**src/rtl/fifo_cmd_adder_engine_pkg.sv**
```systemverilog
// Shared types and constants for the FIFO command/arithmetic kernel.
package fifo_cmd_adder_engine_pkg;

  localparam int unsigned DATA_W = 32;
  localparam int unsigned OP_W   = 4;
  localparam int unsigned TAG_W  = 16;

  localparam logic [OP_W-1:0] OP_ADD       = 4'h1;
  localparam logic [OP_W-1:0] OP_ACCUM     = 4'h2;
  localparam logic [OP_W-1:0] OP_PLUS_ONE  = 4'h3;
  localparam logic [OP_W-1:0] OP_TIMES_TWO = 4'h4;

  localparam logic [TAG_W-1:0] ERR_TAG = 16'hBAD0;

  typedef enum logic [2:0] {
    IDLE      = 3'd0,
    HDR_WAIT  = 3'd1,
    DECODE    = 3'd2,
    OPND_RD   = 3'd3,
    OPND_WAIT = 3'd4,
    WR_RES    = 3'd5
  } state_e;

  // Word pushed back to the host when the opcode is not recognised.
  typedef struct packed {
    logic [TAG_W-1:0]               tag;
    logic [DATA_W-TAG_W-OP_W-1:0]   pad;
    logic [OP_W-1:0]                opcode;
  } err_word_t;

  function automatic logic is_valid_op(input logic [OP_W-1:0] op);
    return (op == OP_ADD) || (op == OP_ACCUM) || (op == OP_PLUS_ONE) || (op == OP_TIMES_TWO);
  endfunction

  // Ops that emit one result per operand group (as opposed to ACCUM's single sum).
  function automatic logic is_per_result_op(input logic [OP_W-1:0] op);
    return (op == OP_ADD) || (op == OP_PLUS_ONE) || (op == OP_TIMES_TWO);
  endfunction

  function automatic logic [DATA_W-1:0] make_err_word(input logic [OP_W-1:0] op);
    err_word_t w;
    w.tag    = ERR_TAG;
    w.pad    = '0;
    w.opcode = op;
    return DATA_W'(w);
  endfunction

endpackage

```
**src/rtl/fifo_cmd_adder_engine_cl_adder_alu.sv**
```systemverilog
// Combinational 32-bit ALU: a+b for ADD/ACCUM, b+1 for PLUS_ONE, b<<1 for TIMES_TWO.
module cl_adder_alu
  import fifo_cmd_adder_engine_pkg::*;
(
  input  logic [OP_W-1:0]   opcode,
  input  logic [DATA_W-1:0] a,
  input  logic [DATA_W-1:0] b,
  output logic [DATA_W-1:0] result,
  output logic              carry
);

  always_comb begin
    result = '0;
    carry  = 1'b0;
    case (opcode)
      OP_ADD, OP_ACCUM: {carry, result} = (DATA_W+1)'(a) + (DATA_W+1)'(b);
      OP_PLUS_ONE:      {carry, result} = (DATA_W+1)'(b) + (DATA_W+1)'(1);
      OP_TIMES_TWO: begin
        result = {b[DATA_W-2:0], 1'b0};
        carry  = b[DATA_W-1];
      end
      default: begin
        result = '0;
        carry  = 1'b0;
      end
    endcase
  end

endmodule

```
**src/rtl/fifo_cmd_adder_engine.sv**
```systemverilog
// Kernel that pops command/operand words from the host FIFO, computes, and pushes results back.
module fifo_cmd_adder_engine
  import fifo_cmd_adder_engine_pkg::*;
#(
  parameter int unsigned RD_LATENCY = 1,
  parameter int unsigned CNT_W      = 16
)
(
  input  logic              clock,
  input  logic              reset,
  input  logic              data_empty,
  output logic              data_rd,
  input  logic [DATA_W-1:0] data_din,
  input  logic              data_full,
  output logic              data_wr,
  output logic [DATA_W-1:0] data_dout,
  output logic              busy,
  output logic [15:0]       cmd_done,
  output logic              err_sticky,
  output logic              carry_sticky
);

  localparam int unsigned WAIT_W = 2;
  localparam int unsigned DONE_W = 16;
  localparam logic [WAIT_W-1:0] WAIT_LAST = WAIT_W'(RD_LATENCY);

  state_e              state;
  logic [WAIT_W-1:0]   wait_cnt;
  logic [OP_W-1:0]     opcode;
  logic [CNT_W-1:0]    remaining;
  logic [DATA_W-1:0]   acc;
  logic [DATA_W-1:0]   res;
  logic                second;

  logic [DATA_W-1:0]   alu_result;
  logic                alu_carry;

  // acc holds the first ADD operand or the running ACCUM sum; din is always b.
  cl_adder_alu u_alu (
    .opcode (opcode),
    .a      (acc),
    .b      (data_din),
    .result (alu_result),
    .carry  (alu_carry)
  );

  always_ff @(posedge clock) begin
    if (reset) begin
      state        <= IDLE;
      wait_cnt     <= '0;
      opcode       <= '0;
      remaining    <= '0;
      acc          <= '0;
      res          <= '0;
      second       <= 1'b0;
      data_rd      <= 1'b0;
      data_wr      <= 1'b0;
      data_dout    <= '0;
      busy         <= 1'b0;
      cmd_done     <= '0;
      err_sticky   <= 1'b0;
      carry_sticky <= 1'b0;
    end else begin
      data_rd <= 1'b0;
      data_wr <= 1'b0;
      case (state)
        IDLE: begin
          if (!data_empty) begin
            data_rd  <= 1'b1;
            wait_cnt <= '0;
            busy     <= 1'b1;
            state    <= HDR_WAIT;
          end
        end

        HDR_WAIT: begin
          if (wait_cnt == WAIT_LAST) begin
            opcode    <= data_din[DATA_W-1 -: OP_W];
            remaining <= data_din[CNT_W-1:0];
            state     <= DECODE;
          end else begin
            wait_cnt <= wait_cnt + WAIT_W'(1);
          end
        end

        DECODE: begin
          if (!is_valid_op(opcode)) begin
            res        <= make_err_word(opcode);
            err_sticky <= 1'b1;
            state      <= WR_RES;
          end else if (remaining == '0) begin
            if (opcode == OP_ACCUM) begin
              res   <= '0;
              state <= WR_RES;
            end else begin
              cmd_done <= cmd_done + DONE_W'(1);
              busy     <= 1'b0;
              state    <= IDLE;
            end
          end else begin
            acc    <= '0;
            second <= 1'b0;
            state  <= OPND_RD;
          end
        end

        OPND_RD: begin
          if (!data_empty) begin
            data_rd  <= 1'b1;
            wait_cnt <= '0;
            state    <= OPND_WAIT;
          end
        end

        OPND_WAIT: begin
          if (wait_cnt == WAIT_LAST) begin
            case (opcode)
              OP_ADD: begin
                if (!second) begin
                  acc    <= data_din;
                  second <= 1'b1;
                  state  <= OPND_RD;
                end else begin
                  res <= alu_result;
                  if (alu_carry) carry_sticky <= 1'b1;
                  state <= WR_RES;
                end
              end
              OP_ACCUM: begin
                acc       <= alu_result;
                res       <= alu_result;
                remaining <= remaining - CNT_W'(1);
                if (alu_carry) carry_sticky <= 1'b1;
                state <= (remaining == CNT_W'(1)) ? WR_RES : OPND_RD;
              end
              default: begin
                res <= alu_result;
                if (alu_carry) carry_sticky <= 1'b1;
                state <= WR_RES;
              end
            endcase
          end else begin
            wait_cnt <= wait_cnt + WAIT_W'(1);
          end
        end

        WR_RES: begin
          if (!data_full) begin
            data_wr   <= 1'b1;
            data_dout <= res;
            if (is_per_result_op(opcode) && (remaining != CNT_W'(1))) begin
              remaining <= remaining - CNT_W'(1);
              second    <= 1'b0;
              state     <= OPND_RD;
            end else begin
              remaining <= '0;
              cmd_done  <= cmd_done + DONE_W'(1);
              busy      <= 1'b0;
              state     <= IDLE;
            end
          end
        end

        default: begin
          busy  <= 1'b0;
          state <= IDLE;
        end
      endcase
    end
  end

endmodule
```
**config.mk**
```make
export PLATFORM = sky130hd
export DESIGN_NAME = fifo_cmd_adder_engine
export DESIGN_NICKNAME = d
export VERILOG_FILES = /design/src/rtl/fifo_cmd_adder_engine_pkg.sv /design/src/rtl/fifo_cmd_adder_engine_cl_adder_alu.sv /design/src/rtl/fifo_cmd_adder_engine.sv
export SDC_FILE = /design/constraint.sdc
export NUM_CORES = 1
export LEC_CHECK = 0
export CAP_MARGIN = 40
export CORE_MARGIN = 4
export CORE_UTILIZATION = 53
export DETAILED_ROUTE_END_ITERATION = 6
export GPL_TIMING_DRIVEN = 0
export PLACE_DENSITY = 0.81
export SYNTH_ARGS = -nofsm -noshare
export SYNTH_HDL_FRONTEND = slang
export SYNTH_SLANG_ARGS = --single-unit
```
**constraint.sdc**
```tcl
create_clock -name clock -period 2.7 [get_ports clock]
set_clock_uncertainty 0.15 [all_clocks]
set_input_delay 0.54 -clock clock [delete_from_list [all_inputs] [get_ports clock]]
set_output_delay 0.54 -clock clock [all_outputs]
set_load 0.02 [all_outputs]
```
==> results.py, run 1 <==
metrics = {
    "setup_path": {
        "crit_path_max_incr_delay_ns": 0.44,
        "rrSetupSlack_ns": -0.34,
        "crit_fanout": 3,
        "critical_path_required_ns": 2.87,
        "cp-start-kind": "register",
        "r2r_cells": 12,
        "path_depth": 12,
        "cp_slowest_cell": "a211oi_4",
        "worst_ep_arrival_time_ns": 3.21,
        "crit_path_end_kind": "register",
        "crit_chain": "ha_4 -> inv_2 -> fa_2 -> and2b_2 -> o31ai_4 -> a211oi_4 -> a211oi_4 -> buf_4 -> xnor2_2 -> a222oi_1 -> buf_4 -> o21ai_2",
        "critPathKind": "reg2reg",
        "cpLargestDelayFamily": "compound AO/OA/AOI/OAI gates",
        "critPathBufInv": 3,
    },
    "cts": {
        "cts_root_buf": "clkbuf_16",
        "cts_buffers": 17,
        "cts.path.max_buffers": 2,
        "h-tree-depth": 4,
        "cts.sinks": 143,
        "ctsHoldBuffers": 0,
        "clk_pin_slew_ns": 0.07,
        "cts_tree": "built",
        "clock_latency_ns": 0.44,
    },
    "timing": {
        "whs_ns": 0.302,
        "worst_pin_slew_ns": 0.915,
        "finalSetupViolCount": 24,
        "relSlewSlack_pct": 39.0,
        "rsz0062_at_grt": "yes",
        "timing.final.ws_setup_ns": -0.339,
        "fmax_ghz": 0.329,
        "hold_violations": 0,
        "drv_slew": 0,
        "finalCritPeriodShare_pct": 113,
        "period_minus_slack_ns": 3.04,
    },
    "die": {
        "io_pins": 89,
        "start_util_pct": 54.4,
        "die_x_um": 141,
        "die_h_um": 141,
        "std_cell_rows": 48,
        "dieArea_um2": 20000,
        "core_area_um2": 17400,
    },
    "finish": {
        "syn_to_final_growth_pct": 31.2,
        "final_cells": 1621,
        "drive_above_1_share_pct": 21.2,
        "final_cell_mix": "165 x nand2_1, 141 x dfxtp_1, 127 x nor2_1",
        "finalNetCount": 1456,
        "layout_commonest_cell": "nand2_1",
    },
    "route": {
        "remaining_drc_errors": 7,
        "drtPass1Iterations": 7,
        "drtIter0Drc": 1532,
        "wl_per_cell_um": 21.2,
        "dr_total_vias": 10741,
        "wl_um": 34300,
        "ant_nets": 0,
        "vias_per_cell": 6.63,
    },
    "run_status": {
        "outcome": "finished with violations",
        "violations": "design-rule violations, negative setup slack",
    },
    "placed_design": {
        "dp_hpwl_um": 23500,
        "placedCellCount": 1543,
        "dp_slack_ns": -1.34,
        "port_buffers": 87,
        "gp_congestion": 0.950,
    },
    "power": {
        "p_comb_share_pct": 16.6,
        "irDropWorstVdd_uv": 431,
        "seq_power_share_pct": 40.1,
        "power_uw": 5440,
        "p_sw_uw": 1660,
        "intPower_uw": 3770,
        "leakagePower_uw": 0.00450,
        "power.density_nw_per_um2": 439,
        "clockPowerShare_pct": 43.3,
        "switching_share_pct": 30.6,
    },
    "grt": {
        "grt_max_degree": 17,
        "overflow": 0,
        "antenna_found_initial": 0,
        "grt_pass1_wl_um": 51200,
        "grt_pass1_vias": 9625,
        "grt.total_usage_pct": 31.9,
    },
    "yosys": {
        "synth_edf_count": 0,
        "async_reset_ff_share_pct": 0,
        "synthesis.area_um2": 9450,
        "post_synth_num_cell_types": 93,
        "synthFlopType": "dfxtp_1",
        "synthCells": 1229,
        "ys_ff_latch": 143,
        "ys_warn_count": 0,
        "ys_seq_area_share_pct": 30.3,
        "syn-num-nets": 1304,
        "syn_area_per_cell_um2": 7.69,
    },
    "worst_hold_path": {
        "hold_depth": 2,
        "hold_path.class": "reg2reg",
    },
    "run": {
        "cap_viol_max_count": 0,
    },
}
==> worst min-delay path, stage by stage, from the launching register on <==
cell	delay (ns)
dfxtp_1	0.31
nand2_1	0.05
a21oi_1	0.05
==> metal layers <==
layer | up-vias | wire length, um | GRT usage, %
met5 | - | 0 | 0
met4 | 0 | 1480 | 11.9
met3 | 165 | 4180 | 7.68
met2 | 786 | 15000 | 49.8
met1 | 4951 | 13700 | 43.0
li1 | 4839 | - | -
==> kinds of logic (layout without fill, tap and decap cells) <==
| logic type | Yosys count | after routing | synth area share, % |
|---|---|---|---|
| xor gates and xnor gates | 54 | 54 | 5.01 |
| and+or+nand+nor | 489 | 489 | 25.2 |
| buffers and inverters | 103 | 268 | 4.76 |
| other | 0 | 2 | 0 |
| adders and majority gates | 39 | 39 | 5.25 |
| muxes | 9 | 9 | 0.954 |
| AOI/OAI and AO/OA | 392 | 392 | 28.5 |
| DFF | 143 | 143 | 30.3 |
==> path summary, 6_finish.rpt <==
path	from	to
worst min-delay path	data_dout[31]	data_dout[31]
worst max register to register	acc[0]	res[20]
worst min register to register	data_dout[31]	data_dout[31]
worst max-delay path	acc[0]	res[20]
==> Yosys cell counts, types with 4 or more instances <==
master    number  area, um2
clkbuf_1      51        191
a211oi_1      21        158
ha_1          38        475
a21o_1        14        105
nor2_1       133        499
nor2_2         4       25.0
and2_1         7       43.8
o41ai_1        6       52.6
or2_2          4       25.0
nand3_1       34        170
inv_1         20       75.1
a31oi_1       17        106
a211o_1        5       43.8
a22o_1         6       52.6
a221oi_1       5       43.8
o21ai_0       64        320
xor2_1        22        193
a22oi_1       21        158
and4_1         7       61.3
nor3b_1        5       37.5
buf_2         26        130
buf_4          4       30.0
or3_1         16        100
o31ai_1       12       90.1
o21ai_1       17       85.1
a21oi_1      113        566
nor4_1         7       43.8
a32o_1         4       40.0
o21a_1         8       60.1
dfxtp_1      143       2860
a222oi_1       8       80.1
nand2_1      171        642
nand4_1       17        106
and3_1        11       68.8
nor2b_1        8       50.1
o211ai_1       5       37.5
a32oi_1       15        131
mux2i_1        9       90.1
nor3_1        29        145
a211oi_2       4       50.1
nand2b_1       8       50.1
xnor2_1       32        280
==> power groups by stage <==
stage	Clock, uW	Combinational, uW	Sequential (uW)
4_1_cts	2330	829	2180
5_1_grt	2420	958	2180
3_3_place_gp	0	759	2220
2_1_floorplan	0	498	2220
6_report	2350	904	2180
3_5_place_dp	0	771	2230
==> final cells by class <==
type,instances,area [um2]
well taps,225,282
multi-input cells,983,6990
clock buffers,17,425
clock inverters,15,150
flip-flops and latches,143,2870
diodes,2,5.00
inverters,20,75.1
fillers,1334,4960
repair buffers,138,1180
plain buffers,78,420
==> through the flow <==
stage	setup TNS, ns	area, um2	util, %
floorplan	-0.231	9500	-
global placement	-61.32	10700	61.4
detailed placement	-57.81	10700	61.4
CTS	-3.07	11900	68.7
global route	-5.87	12400	71.4
finish	-4.60	12400	71.4
==> repair_timing <==
action                                  CTS  global route
endpoints found under the setup margin   58            74
resized for setup                       152           117
buffers inserted                         28            24
pin swaps                                44            46
==> registers in the layout, indices dropped and copies added, names as in the netlist <==
register / cells
data_rd: 1
remaining: 16
second: 1
data_dout: 32
cmd_done: 16
res: 32
wait_cnt: 2
opcode: 4
state: 3
data_wr: 1
carry_sticky: 1
acc: 32
busy: 1
err_sticky: 1
Power figures use the tool's default switching activity.
==> run 2: changes to the inputs <==
CTS_CLUSTER_DIAMETER = 150   (was default)
==> results of run 2 <==
The final DEF is identical to that of run 1; final timing and power are the same.
==> run 3: changes to the inputs <==
RECOVER_POWER = 25   (was default)
==> run 3 against run 2 <==
The flow still finishes with violations (design-rule violations, negative setup slack). Total power fell by 0.31%. Flip-flop and latch count unchanged. Die area stayed put. Register-to-register slack is essentially flat. Critical path type unchanged. Critical endpoint is now acc[30]. Largest power group unchanged. Highest routed layer unchanged.
==> results.py, run 3 (synthesis gave the netlist of run 1 again) <==
metrics = {
    "run_status": {
        "outcome": "finished with violations",
        "violations": "design-rule violations, negative setup slack",
    },
    "power": {
        "irDropWorstVdd_uv": 430,
        "leakagePower_uw": 0.00460,
        "power_uw": 5420,
        "power.density_nw_per_um2": 438,
    },
    "route": {
        "drtPass1Iterations": 7,
        "dr_total_vias": 10765,
        "wl_um": 34400,
        "vias_per_cell": 6.64,
        "wl_per_cell_um": 21.2,
        "ant_nets": 0,
        "remaining_drc_errors": 6,
        "drtIter0Drc": 1566,
    },
    "worst_hold_path": {
        "hold_path.class": "reg2reg",
        "min_from": "data_dout[31]",
    },
    "setup_path": {
        "rrSetupSlack_ns": -0.35,
        "path_depth": 11,
        "cp-start-kind": "register",
        "cpLargestDelayFamily": "compound AO/OA/AOI/OAI gates",
        "crit_end": "acc[30]",
        "r2r_cells": 11,
        "crit_chain": "ha_4 -> inv_2 -> fa_2 -> and2b_2 -> o31ai_4 -> a21oi_4 -> a31oi_4 -> a2111oi_4 -> mux2i_2 -> o31ai_2 -> a211oi_2",
        "startpoint": "acc[0]",
        "cp_slowest_cell": "a2111oi_4",
        "critical_path_required_ns": 2.90,
        "r2r-end": "acc[30]",
        "crit_fanout": 3,
        "crit_path_max_incr_delay_ns": 0.46,
        "r2r-start": "acc[0]",
        "critPathKind": "reg2reg",
        "critPathBufInv": 1,
        "worst_ep_arrival_time_ns": 3.25,
        "crit_path_end_kind": "register",
    },
    "cts": {
        "h-tree-depth": 4,
        "cts_root_buf": "clkbuf_16",
        "ctsHoldBuffers": 0,
        "cts_buffers": 17,
        "cts_tree": "built",
        "clk_pin_slew_ns": 0.07,
        "cts.path.max_buffers": 2,
        "cts.sinks": 143,
        "clock_latency_ns": 0.44,
    },
    "finish": {
        "finalNetCount": 1456,
        "layout_commonest_cell": "nand2_1",
        "final_cells": 1621,
        "final_cell_mix": "165 x nand2_1, 141 x dfxtp_1, 127 x nor2_1",
        "top_regs": "acc x32, data_dout x32, res x32",
        "num-fill-cells": 1339,
        "drive_above_1_share_pct": 21.1,
        "syn_to_final_growth_pct": 31.0,
    },
    "die": {
        "std_cell_rows": 48,
        "die_h_um": 141,
        "io_pins": 89,
        "start_util_pct": 54.4,
        "core_area_um2": 17400,
        "die_x_um": 141,
        "dieArea_um2": 20000,
    },
    "timing": {
        "relSlewSlack_pct": 39.0,
        "period_minus_slack_ns": 3.05,
        "finalCritPeriodShare_pct": 113,
        "worst_pin_slew_ns": 0.914,
        "finalSetupViolCount": 38,
        "drv_slew": 0,
        "fmax_ghz": 0.328,
        "timing.final.ws_setup_ns": -0.346,
        "rsz0062_at_grt": "yes",
        "fin_setup_tns_ns": -5.20,
        "hold_violations": 0,
    },
    "placed_design": {
        "gp_congestion": 0.950,
        "placedCellCount": 1543,
        "port_buffers": 87,
        "dp_hpwl_um": 23500,
    },
    "run": {
        "cap_viol_max_count": 0,
    },
    "grt": {
        "grt.total_usage_pct": 31.9,
        "overflow": 0,
        "grt_max_degree": 17,
        "antenna_found_initial": 0,
        "grt_pass1_wl_um": 51200,
        "grt_pass1_vias": 9625,
    },
}
[run 3: cell count changes in the layout (fill, tap and decap cells not counted), sizes merged]
| cell | previous run | this run |
|---|---|---|
| clkdlybuf4s50 | 59 | 28 |
| dlygate4sd3 | 0 | 31 |
[run 3: cell type report]
cell class	count	area (um2)	share of cell area [%]
Multi-Input combinational cell	983	6960	56.3
Sequential cell	143	2870	23.2
Timing Repair Buffer	138	1180	9.58
Clock buffer	17	425	3.44
Buffer	78	420	3.40
Tap cell	225	282	2.28
Clock inverter	15	150	1.21
Inverter	20	75.1	0.607
Antenna cell	2	5.00	0.0405
[run 3: worst min-delay path by stage]
stage,endpoint,slack (ns),depth (start not counted)
3_3_place_gp,res[16],0.29,2
6_report,data_dout[31],0.30,2
2_1_floorplan,res[13],0.27,2
4_1_cts,data_dout[30],0.30,2
5_1_grt,data_dout[31],0.32,2
3_5_place_dp,res[14],0.30,2
[run 3: worst register-to-register path, delay by kind of cell, from the launching register on]
kind            cells  cell delay, ns
compound gates      6            1.28
fa+ha+maj           2            0.49
mux                 1            0.38
flops               1            0.35
simple gates        1            0.26
buf+inv             1            0.05
[run 3: stage by stage]
stage / utilization (%) / area [um2] / setup slack (ns) / hold slack (ns)
after floorplan: - / 9500 / -0.0809 / 0.275
final: 71.3 / 12400 / -0.346 / 0.299
after detailed placement: 61.4 / 10700 / -1.34 / 0.295
after global routing: 71.3 / 12400 / -0.387 / 0.323
after CTS: 68.7 / 11900 / -0.291 / 0.304
after global placement: 61.4 / 10700 / -1.35 / 0.288
[run 3: timing repair]
action | CTS | global route
setup buffers | 28 | 24
pin swaps | 44 | 46
setup endpoints to repair | 58 | 74
gates resized for setup | 152 | 117
[run 3: report_power, final]
| group | switching (uW) | total [uW] | internal, uW |
|---|---|---|---|
| clock network | 1050 | 2340 | 1300 |
| logic | 570 | 896 | 325 |
| registers | 34.3 | 2180 | 2150 |
[run 3: metal layers]
layer  share of wire (%)  track usage, %  vias up
li1                    -               -     4830
met1                  39            43.0     4956
met2                  43            49.8      810
met3                  13            7.68      169
met4                 4.4            11.9        0
met5                   0               0        -
